==> src/rtl/pll_ctrl_pkg.sv <==
// Shared definitions for the PLLVR lock controller: state encoding,
// divider-select width and a small constant helper.
package pll_ctrl_pkg;

    localparam int DSEL_W = 6;

    typedef logic [2:0] pll_state_t;

    localparam pll_state_t ST_RESET_PLL = 3'd0;
    localparam pll_state_t ST_WAIT_LOCK = 3'd1;
    localparam pll_state_t ST_STABLE    = 3'd2;
    localparam pll_state_t ST_RUN       = 3'd3;
    localparam pll_state_t ST_FAULT     = 3'd4;

    // Largest of three elaboration-time constants; sizes the shared timer.
    function automatic int max3(input int a, input int b, input int c);
        int m;
        m = (a > b) ? a : b;
        return (m > c) ? m : c;
    endfunction

endpackage

==> src/rtl/sync_2ff.sv <==
// Generic 1-bit two-flop synchroniser with asynchronous reset to 0.
module sync_2ff (
    input  logic clk,
    input  logic rst,
    input  logic d,
    output logic q
);

    logic sync_p0;

    // Two back-to-back flops; the first may go metastable, the second resolves it.
    always_ff @(posedge clk or posedge rst) begin
        if (rst) begin
            sync_p0 <= 1'b0;
            q       <= 1'b0;
        end else begin
            sync_p0 <= d;
            q       <= sync_p0;
        end
    end

endmodule

==> src/rtl/pllvr_lock_ctrl.sv <==
// Gowin PLLVR sequencer: pulses the PLL reset, qualifies LOCK, releases the
// downstream core reset, retries on timeout and parks in FAULT after a bounded
// number of failed attempts. Divider codes are reloaded via valid/ready.
// Runs on the crystal reference clock, never on the PLL output.
module pllvr_lock_ctrl
    import pll_ctrl_pkg::*;
#(
    parameter int                RST_CYCLES    = 16,
    parameter int                LOCK_TIMEOUT  = 27000,
    parameter int                STABLE_CYCLES = 256,
    parameter int                MAX_RETRIES   = 3,
    parameter logic [DSEL_W-1:0] DEF_IDSEL     = 6'd0,
    parameter logic [DSEL_W-1:0] DEF_FBDSEL    = 6'd0,
    parameter logic [DSEL_W-1:0] DEF_ODSEL     = 6'd0
) (
    input  logic              clk,
    input  logic              rst,
    input  logic              cfg_valid,
    output logic              cfg_ready,
    input  logic [DSEL_W-1:0] cfg_idsel,
    input  logic [DSEL_W-1:0] cfg_fbdsel,
    input  logic [DSEL_W-1:0] cfg_odsel,
    input  logic              pll_lock,
    output logic              pll_reset,
    output logic [DSEL_W-1:0] pll_idsel,
    output logic [DSEL_W-1:0] pll_fbdsel,
    output logic [DSEL_W-1:0] pll_odsel,
    output logic              core_rst,
    output logic              locked,
    output logic              fault,
    output logic [7:0]        relock_count
);

    localparam int TMR_MAX = max3(RST_CYCLES, LOCK_TIMEOUT, STABLE_CYCLES);
    localparam int TMR_W   = (TMR_MAX > 2) ? $clog2(TMR_MAX) : 1;
    localparam int FAIL_W  = $clog2(MAX_RETRIES + 1);

    localparam logic [TMR_W-1:0]  RST_LAST  = TMR_W'(RST_CYCLES - 1);
    localparam logic [TMR_W-1:0]  TO_LAST   = TMR_W'(LOCK_TIMEOUT - 1);
    // The WAIT_LOCK cycle that first sees lock_s counts as the first stable
    // cycle, so STABLE itself only needs STABLE_CYCLES-1 more of them.
    localparam logic [TMR_W-1:0]  STB_LAST  = TMR_W'((STABLE_CYCLES >= 2) ? STABLE_CYCLES - 2 : 0);
    localparam bit                STB_SKIP  = (STABLE_CYCLES <= 1);
    localparam logic [FAIL_W-1:0] FAIL_LAST = FAIL_W'(MAX_RETRIES - 1);

    pll_state_t        state;
    pll_state_t        state_nxt;
    logic [TMR_W-1:0]  tmr;
    logic [TMR_W-1:0]  tmr_nxt;
    logic [FAIL_W-1:0] fail_cnt;
    logic [FAIL_W-1:0] fail_nxt;
    logic              cfg_take;
    logic              relock_inc;
    logic              lock_s;

    sync_2ff u_lock_sync (
        .clk (clk),
        .rst (rst),
        .d   (pll_lock),
        .q   (lock_s)
    );

    // State register plus the timer, retry count, divider codes and relock counter.
    always_ff @(posedge clk or posedge rst) begin
        if (rst) begin
            state        <= ST_RESET_PLL;
            tmr          <= '0;
            fail_cnt     <= '0;
            relock_count <= 8'd0;
            pll_idsel    <= DEF_IDSEL;
            pll_fbdsel   <= DEF_FBDSEL;
            pll_odsel    <= DEF_ODSEL;
        end else begin
            state    <= state_nxt;
            tmr      <= tmr_nxt;
            fail_cnt <= fail_nxt;
            if (cfg_take) begin
                pll_idsel  <= cfg_idsel;
                pll_fbdsel <= cfg_fbdsel;
                pll_odsel  <= cfg_odsel;
            end
            if (relock_inc && (relock_count != 8'hFF)) begin
                relock_count <= relock_count + 8'd1;
            end
        end
    end

    // Next-state logic; a cfg transfer overrides every other transition.
    always_comb begin
        state_nxt  = state;
        tmr_nxt    = tmr;
        fail_nxt   = fail_cnt;
        cfg_take   = 1'b0;
        relock_inc = 1'b0;
        case (state)
            ST_RESET_PLL: begin
                if (tmr == RST_LAST) begin
                    state_nxt = ST_WAIT_LOCK;
                    tmr_nxt   = '0;
                end else begin
                    tmr_nxt = tmr + TMR_W'(1);
                end
            end
            ST_WAIT_LOCK: begin
                if (lock_s) begin
                    tmr_nxt = '0;
                    if (STB_SKIP) begin
                        state_nxt = ST_RUN;
                        fail_nxt  = '0;
                    end else begin
                        state_nxt = ST_STABLE;
                    end
                end else if (tmr == TO_LAST) begin
                    tmr_nxt   = '0;
                    fail_nxt  = fail_cnt + FAIL_W'(1);
                    state_nxt = (fail_cnt == FAIL_LAST) ? ST_FAULT : ST_RESET_PLL;
                end else begin
                    tmr_nxt = tmr + TMR_W'(1);
                end
            end
            ST_STABLE: begin
                if (!lock_s) begin
                    state_nxt = ST_WAIT_LOCK;
                    tmr_nxt   = '0;
                end else if (tmr == STB_LAST) begin
                    state_nxt = ST_RUN;
                    tmr_nxt   = '0;
                    fail_nxt  = '0;
                end else begin
                    tmr_nxt = tmr + TMR_W'(1);
                end
            end
            ST_RUN: begin
                if (cfg_valid) begin
                    cfg_take = 1'b1;
                end else if (!lock_s) begin
                    state_nxt  = ST_RESET_PLL;
                    tmr_nxt    = '0;
                    relock_inc = 1'b1;
                end
            end
            ST_FAULT: begin
                if (cfg_valid) begin
                    cfg_take = 1'b1;
                end
            end
            default: begin
                state_nxt = ST_RESET_PLL;
                tmr_nxt   = '0;
            end
        endcase
        if (cfg_take) begin
            state_nxt = ST_RESET_PLL;
            tmr_nxt   = '0;
            fail_nxt  = '0;
        end
    end

    // Outputs decoded straight from the state register.
    always_comb begin
        pll_reset = (state == ST_RESET_PLL) || (state == ST_FAULT);
        core_rst  = (state != ST_RUN);
        locked    = (state == ST_RUN);
        fault     = (state == ST_FAULT);
        cfg_ready = (state == ST_RUN) || (state == ST_FAULT);
    end

endmodule

==> config.mk <==
export PLATFORM = sky130hd
export DESIGN_NAME = pllvr_lock_ctrl
export DESIGN_NICKNAME = d
export VERILOG_FILES = /design/src/rtl/pll_ctrl_pkg.sv /design/src/rtl/sync_2ff.sv /design/src/rtl/pllvr_lock_ctrl.sv
export SDC_FILE = /design/constraint.sdc
export NUM_CORES = 1
export LEC_CHECK = 0
export CAP_MARGIN = 25
export CORE_MARGIN = 2
export CORE_UTILIZATION = 45
export CTS_CLUSTER_DIAMETER = 60
export CTS_CLUSTER_SIZE = 10
export DETAILED_ROUTE_END_ITERATION = 6
export PLACE_DENSITY_LB_ADDON = 0.12
export SKIP_CTS_REPAIR_TIMING = 1
export SYNTH_ARGS = -nofsm -noshare
export SYNTH_HDL_FRONTEND = slang
export SYNTH_SLANG_ARGS = --single-unit
==> constraint.sdc <==
create_clock -name clk -period 2.16 [get_ports clk]
set_clock_uncertainty 0.05 [all_clocks]
set_input_delay 0.432 -clock clk [delete_from_list [all_inputs] [get_ports clk]]
set_output_delay 0.432 -clock clk [all_outputs]
set_load 0.005 [all_outputs]
**Yosys cells after proc, flatten, opt, wreduce, memory -nomap -nowiden**

Cells that the tools add are included.

- Add/sub/neg operators: 3
- Reductions and logical operators: 9
- Equal/unequal tests: 20
- Multiplexer cells: 30

Operator list:

| cell | count |
|---|---|
| 2-to-1 mux 15 bit | 8 |
| case mux 15 bit (5 select lines) | 1 |
| 2-to-1 mux 3 bit | 9 |
| adder 15 x 1 -> 15 bit (second input constant) | 1 |
| equality test 15 bit (second input constant) | 1 |
| equality test 15 x 4 -> 1 bit (second input constant) | 1 |
| equality test 15 x 8 -> 1 bit (second input constant) | 1 |
| != test 3 bit (second input constant) | 5 |
| case mux 3 bit (5 select lines) | 1 |
| 2-to-1 mux 2 bit | 5 |
| != test 3 x 2 -> 1 bit (second input constant) | 3 |
| adder 8 x 1 -> 8 bit (second input constant) | 1 |
| != test 8 bit (second input constant) | 1 |
| equality test 3 x 2 -> 1 bit (second input constant) | 2 |
| AND reduction 6 bit | 1 |
| 2-to-1 mux 1 bit | 5 |
| AND reduction 5 bit | 1 |
| != test 4 x 3 -> 1 bit (second input constant) | 1 |
| != test 4 bit (second input constant) | 1 |
| case mux 2 bit (2 select lines) | 1 |
| equality test 3 x 1 -> 1 bit (second input constant) | 1 |
| equality test 3 bit (second input constant) | 1 |
| logical NOT 3 bit | 1 |
| AND reduction 3 bit | 1 |
| 7 further kinds | 8 |

- Output and inout bits: 31
- Input port bits: 22
- Logic and storage cells: 71
- Register bits after elaboration: 48

**Depth between registers and ports, before layout**

- Word-level depth: 6
- Mapped depth: 8
- Depth with buffers taken out: 7

**Cells and area by module**

Synthesis repeated with hierarchy kept, for this count alone.

- Cell total of the unflattened synthesis: 221
- Area, all modules: 2387.3 um^2

Modules (own cells, without submodules):

| module | cells an instance | instances | area each (um^2) | seq. area each (um^2) |
|---|---|---|---|---|
| pllvr_lock_ctrl | 218 | 1 | 2333.5 | 1151.1 |
| sync_2ff | 3 | 1 | 53.8 | 50.0 |

**Worst setup path before layout**

OpenSTA, ideal clock, no wires.

- Kind: reg-to-reg
- Start: register tmr[7]
- End: register state[0]
- Required time: 1.985 ns
- Path slack: 0.081 ns
- Arrival time: 1.904 ns
- Period minus slack after synthesis: 2.079 ns
- Path buffers: 0
- Cell stages (with the launch flop): 6
- Setup time: 0.125 ns
- Cells stage by stage: dfrtp_1 -> or4_4 -> nor4_4 -> nor2b_2 -> nor3_4 -> mux2_4

- Longest elaborated chain between the ends: 3
- Elaborated cells on any way between the ends: 7
- Classes of those cells: 6 x eq/ne; 1 x reduce/logical

RTL lines:

| element | line | text |
|---|---|---|
| start, declared | pllvr_lock_ctrl.sv:48 | `logic [TMR_W-1:0] tmr;` |
| start signal, assigned | pllvr_lock_ctrl.sv:75 | `tmr <= tmr_nxt;` |
| equality test 15 x 8 -> 1 bit, or another cell as far along | pllvr_lock_ctrl.sv:125 | `end else if (tmr == STB_LAST) begin` |
| != test 4 bit (no line), or another cell as far along | -- |  |
| AND reduction 6 bit (no line) (*) | -- |  |
| end signal, assigned | pllvr_lock_ctrl.sv:74 | `state <= state_nxt;` |
| end, declared | pllvr_lock_ctrl.sv:46 | `pll_state_t state;` |

Every way passes the cells marked *; elsewhere a longest branch is shown, timed or not.
A chain may end at the register's enable or synchronous reset.

**Worst setup path in the final report**

- Start: register tmr[9]
- End: register state[0]

The elaborated chain is that of the path after synthesis.

==> out/results.txt <==
crit path DAT - 2.26 ns
combinational power share - 0.450
Synth Area per Inst - 11.1 sq um
Slew @ Worst Pin - 0.534 ns
htree depth - 2
share of flip-flops with an asynchronous set or reset - 1.00
DRT Pass-1 Iters - 4
Num CTS Buffers - 5
row count - 26
Ports - 53
vias in the first global route - 1807
r2r endpoint - state[0]
Syn Inst Count - 209
first-pass GRT wire length - 8.31 mm
R2R depth - 5
Reg power frac - 0.385
clk slew on worst S/H paths - 0.09 ns
full die area - 0.00576 sq mm
final net count - 309
Synthesis Warnings - 0
DRT Wirelength - 5.01 mm
switching fraction of total power - 0.309
setup TNS - 0 ns
fmax - 471 MHz
Critical R2R Launch - tmr[9]
Hold Vio Cnt, Final - 0
Syn Nets - 236
DR vias/cell - 5.25
largest net degree at the start of global routing - 30
CTS max path bufs - 2
Starting Density - 0.462
most used flip-flop cell after synthesis - dfrtp_1
Chip Height - 75.9 microns
Final Util - 0.634
Peak VDD IR - 0.601 mV
global-route usage over all layers - 0.176
worst-path maximum fanout - 5
count of pins over their slew limit - 0
global placer's final weighted congestion - 0.852
Area growth syn-to-layout - 37.3%
Layout Cells excl Fill - 353
antenna cell count - 0
P_leak - 1.43 nW
Final period util - 0.983
Seq cells post-synth - 48
Unique masters post-synth - 42
placed cell area - 0.00303 sq mm
cell area after layout - 0.00320 sq mm
post-route minimum period - 2.12 ns
gr ovfl total - 0
Worst-Skew Late Latency - 0.29 ns
Die Width - 75.9 microns
sequential cell area fraction in the yosys report - 0.516
crit path launch - tmr[9]
core region area - 0.00504 sq mm
most frequent cells in the layout - clkdlybuf4s50_1, dfrtp_1, buf_4
number of max-cap violations - 0
Pint - 0.00235 W
Avg WL per Cell - 14.2 microns
P per Cell Area - 1060 mW/mm^2
status - finished clean
CP Capture Type - register
CP Capture Point - state[0]
DR iter-0 viols - 82
CTS Sinks - 48
IO buf count - 52
type of the tightest min-delay check - reg -> reg
Post-synth EDFFs - 0
initial antenna violation count - 0
Worst R2R Setup Slack - 0.04 ns
power share of the clock group - 0.164
final setup fails - 0
worst rel slew slack - 0.642
layout cells sized above 1 - 0.226
Worst EP required - 2.30 ns
CTS tree - yes
DP Cell Count - 342
Cell Area, Synth - 0.00233 sq mm
root buf cell - clkbuf_8
Critical Path Source Type - register
DR vias - 1854
P_sw - 0.00105 W
kind of critical path - reg -> reg
RSZ-0062 raised after global routing - yes
ANT nets after route - 0
DP Wirelength - 3.57 mm
commonest non-fill, non-tap cell in the layout - clkdlybuf4s50_1
DRC viols - 0
power groups by stage:
stage | Sequential [W] | Combinational, W | Clock, W
6_report | 0.00131 | 0.00153 | 0.000558
5_1_grt | 0.00134 | 0.00165 | 0.000606
4_1_cts | 0.00131 | 0.00150 | 0.000577
3_5_place_dp | 0.00133 | 0.00149 | 0
3_3_place_gp | 0.00132 | 0.00148 | 0
2_1_floorplan | 0.00133 | 0.000699 | 0
layout make-up:
class	instances	area, sq um
well taps	70	87.6
repair buffers	75	719
flip-flops and latches	48	1200
inverters	9	33.8
multi-input cells	143	1060
clock buffers	7	86.3
clock inverters	1	7.51
fillers	429	1850
state kept, by name, indices dropped and copies added, names as in the netlist:
signal	cells
tmr	15
relock_count	8
pll_fbdsel	6
pll_idsel	6
pll_odsel	6
state	3
fail_cnt	2
u_lock_sync.q	1
u_lock_sync.sync_p0	1
worst max-delay path, cell delays in order, from the launching register on:
cell       delay [ns]
dfrtp_2          0.44
or4_4            0.53
nand4b_1         0.22
o2bb2ai_2        0.18
nor3_4           0.26
mux2_4           0.33
synthesized netlist by cell type, types with 2 or more instances:
library cell / n / area share
xnor2_1: 5 / 0.019
ha_1: 5 / 0.027
nand2_1: 14 / 0.023
nor3_1: 8 / 0.017
nor4_1: 2 / 0.0054
nor4b_1: 2 / 0.0075
nor2_1: 19 / 0.031
a31oi_1: 4 / 0.011
inv_1: 9 / 0.015
nand4b_1: 3 / 0.011
o22ai_1: 2 / 0.0054
buf_6: 3 / 0.015
buf_2: 3 / 0.0064
dfrtp_1: 48 / 0.52
nand4_1: 8 / 0.022
a21oi_1: 2 / 0.0043
mux2_2: 19 / 0.092
nand3_1: 11 / 0.024
o31ai_1: 2 / 0.0064
and3_1: 5 / 0.013
xor2_1: 8 / 0.030
o21ai_0: 7 / 0.015
how the worst min path moves through the flow:
stage                        startpoint            end  slack (ns)  cells after the start
detailed placement  u_lock_sync.sync_p0  u_lock_sync.q        0.29                      0
global route        u_lock_sync.sync_p0  u_lock_sync.q        0.32                      0
floorplan           u_lock_sync.sync_p0  u_lock_sync.q        0.28                      0
global placement    u_lock_sync.sync_p0  u_lock_sync.q        0.28                      0
CTS                 u_lock_sync.sync_p0  u_lock_sync.q        0.32                      0
finish              u_lock_sync.sync_p0  u_lock_sync.q        0.31                      0
stage by stage:
step	hold slack (ns)	total power, W	setup slack, ns
finish	0.313	0.00340	0.0357
global route	0.319	0.00360	-0.0781
CTS	0.315	0.00339	-0.197
detailed placement	0.295	0.00282	0.00164
global placement	0.284	0.00279	0.0493
floorplan	0.281	0.00203	0.0809
routing by layer:
layer	GRT usage	part of all wire	vias up
met4	0.0545	0.0080	0
met1	0.235	0.47	919
met2	0.270	0.46	39
met5	0	0	-
met3	0.0631	0.060	4
li1	-	-	892
cell families (layout without fill, tap and decap cells):
logic type | after synthesis | after routing | synth area share
multiplexers | 20 | 20 | 0.0984
XOR/XNOR | 13 | 13 | 0.0489
adder cells (fa/ha/maj) | 5 | 5 | 0.0269
buffers and inverters | 18 | 92 | 0.0425
AND/OR/NAND/NOR | 81 | 81 | 0.197
AO/OA/AOI/OAI | 24 | 24 | 0.0704
flip-flops | 48 | 48 | 0.516
(Power assumes the default switching activity.)
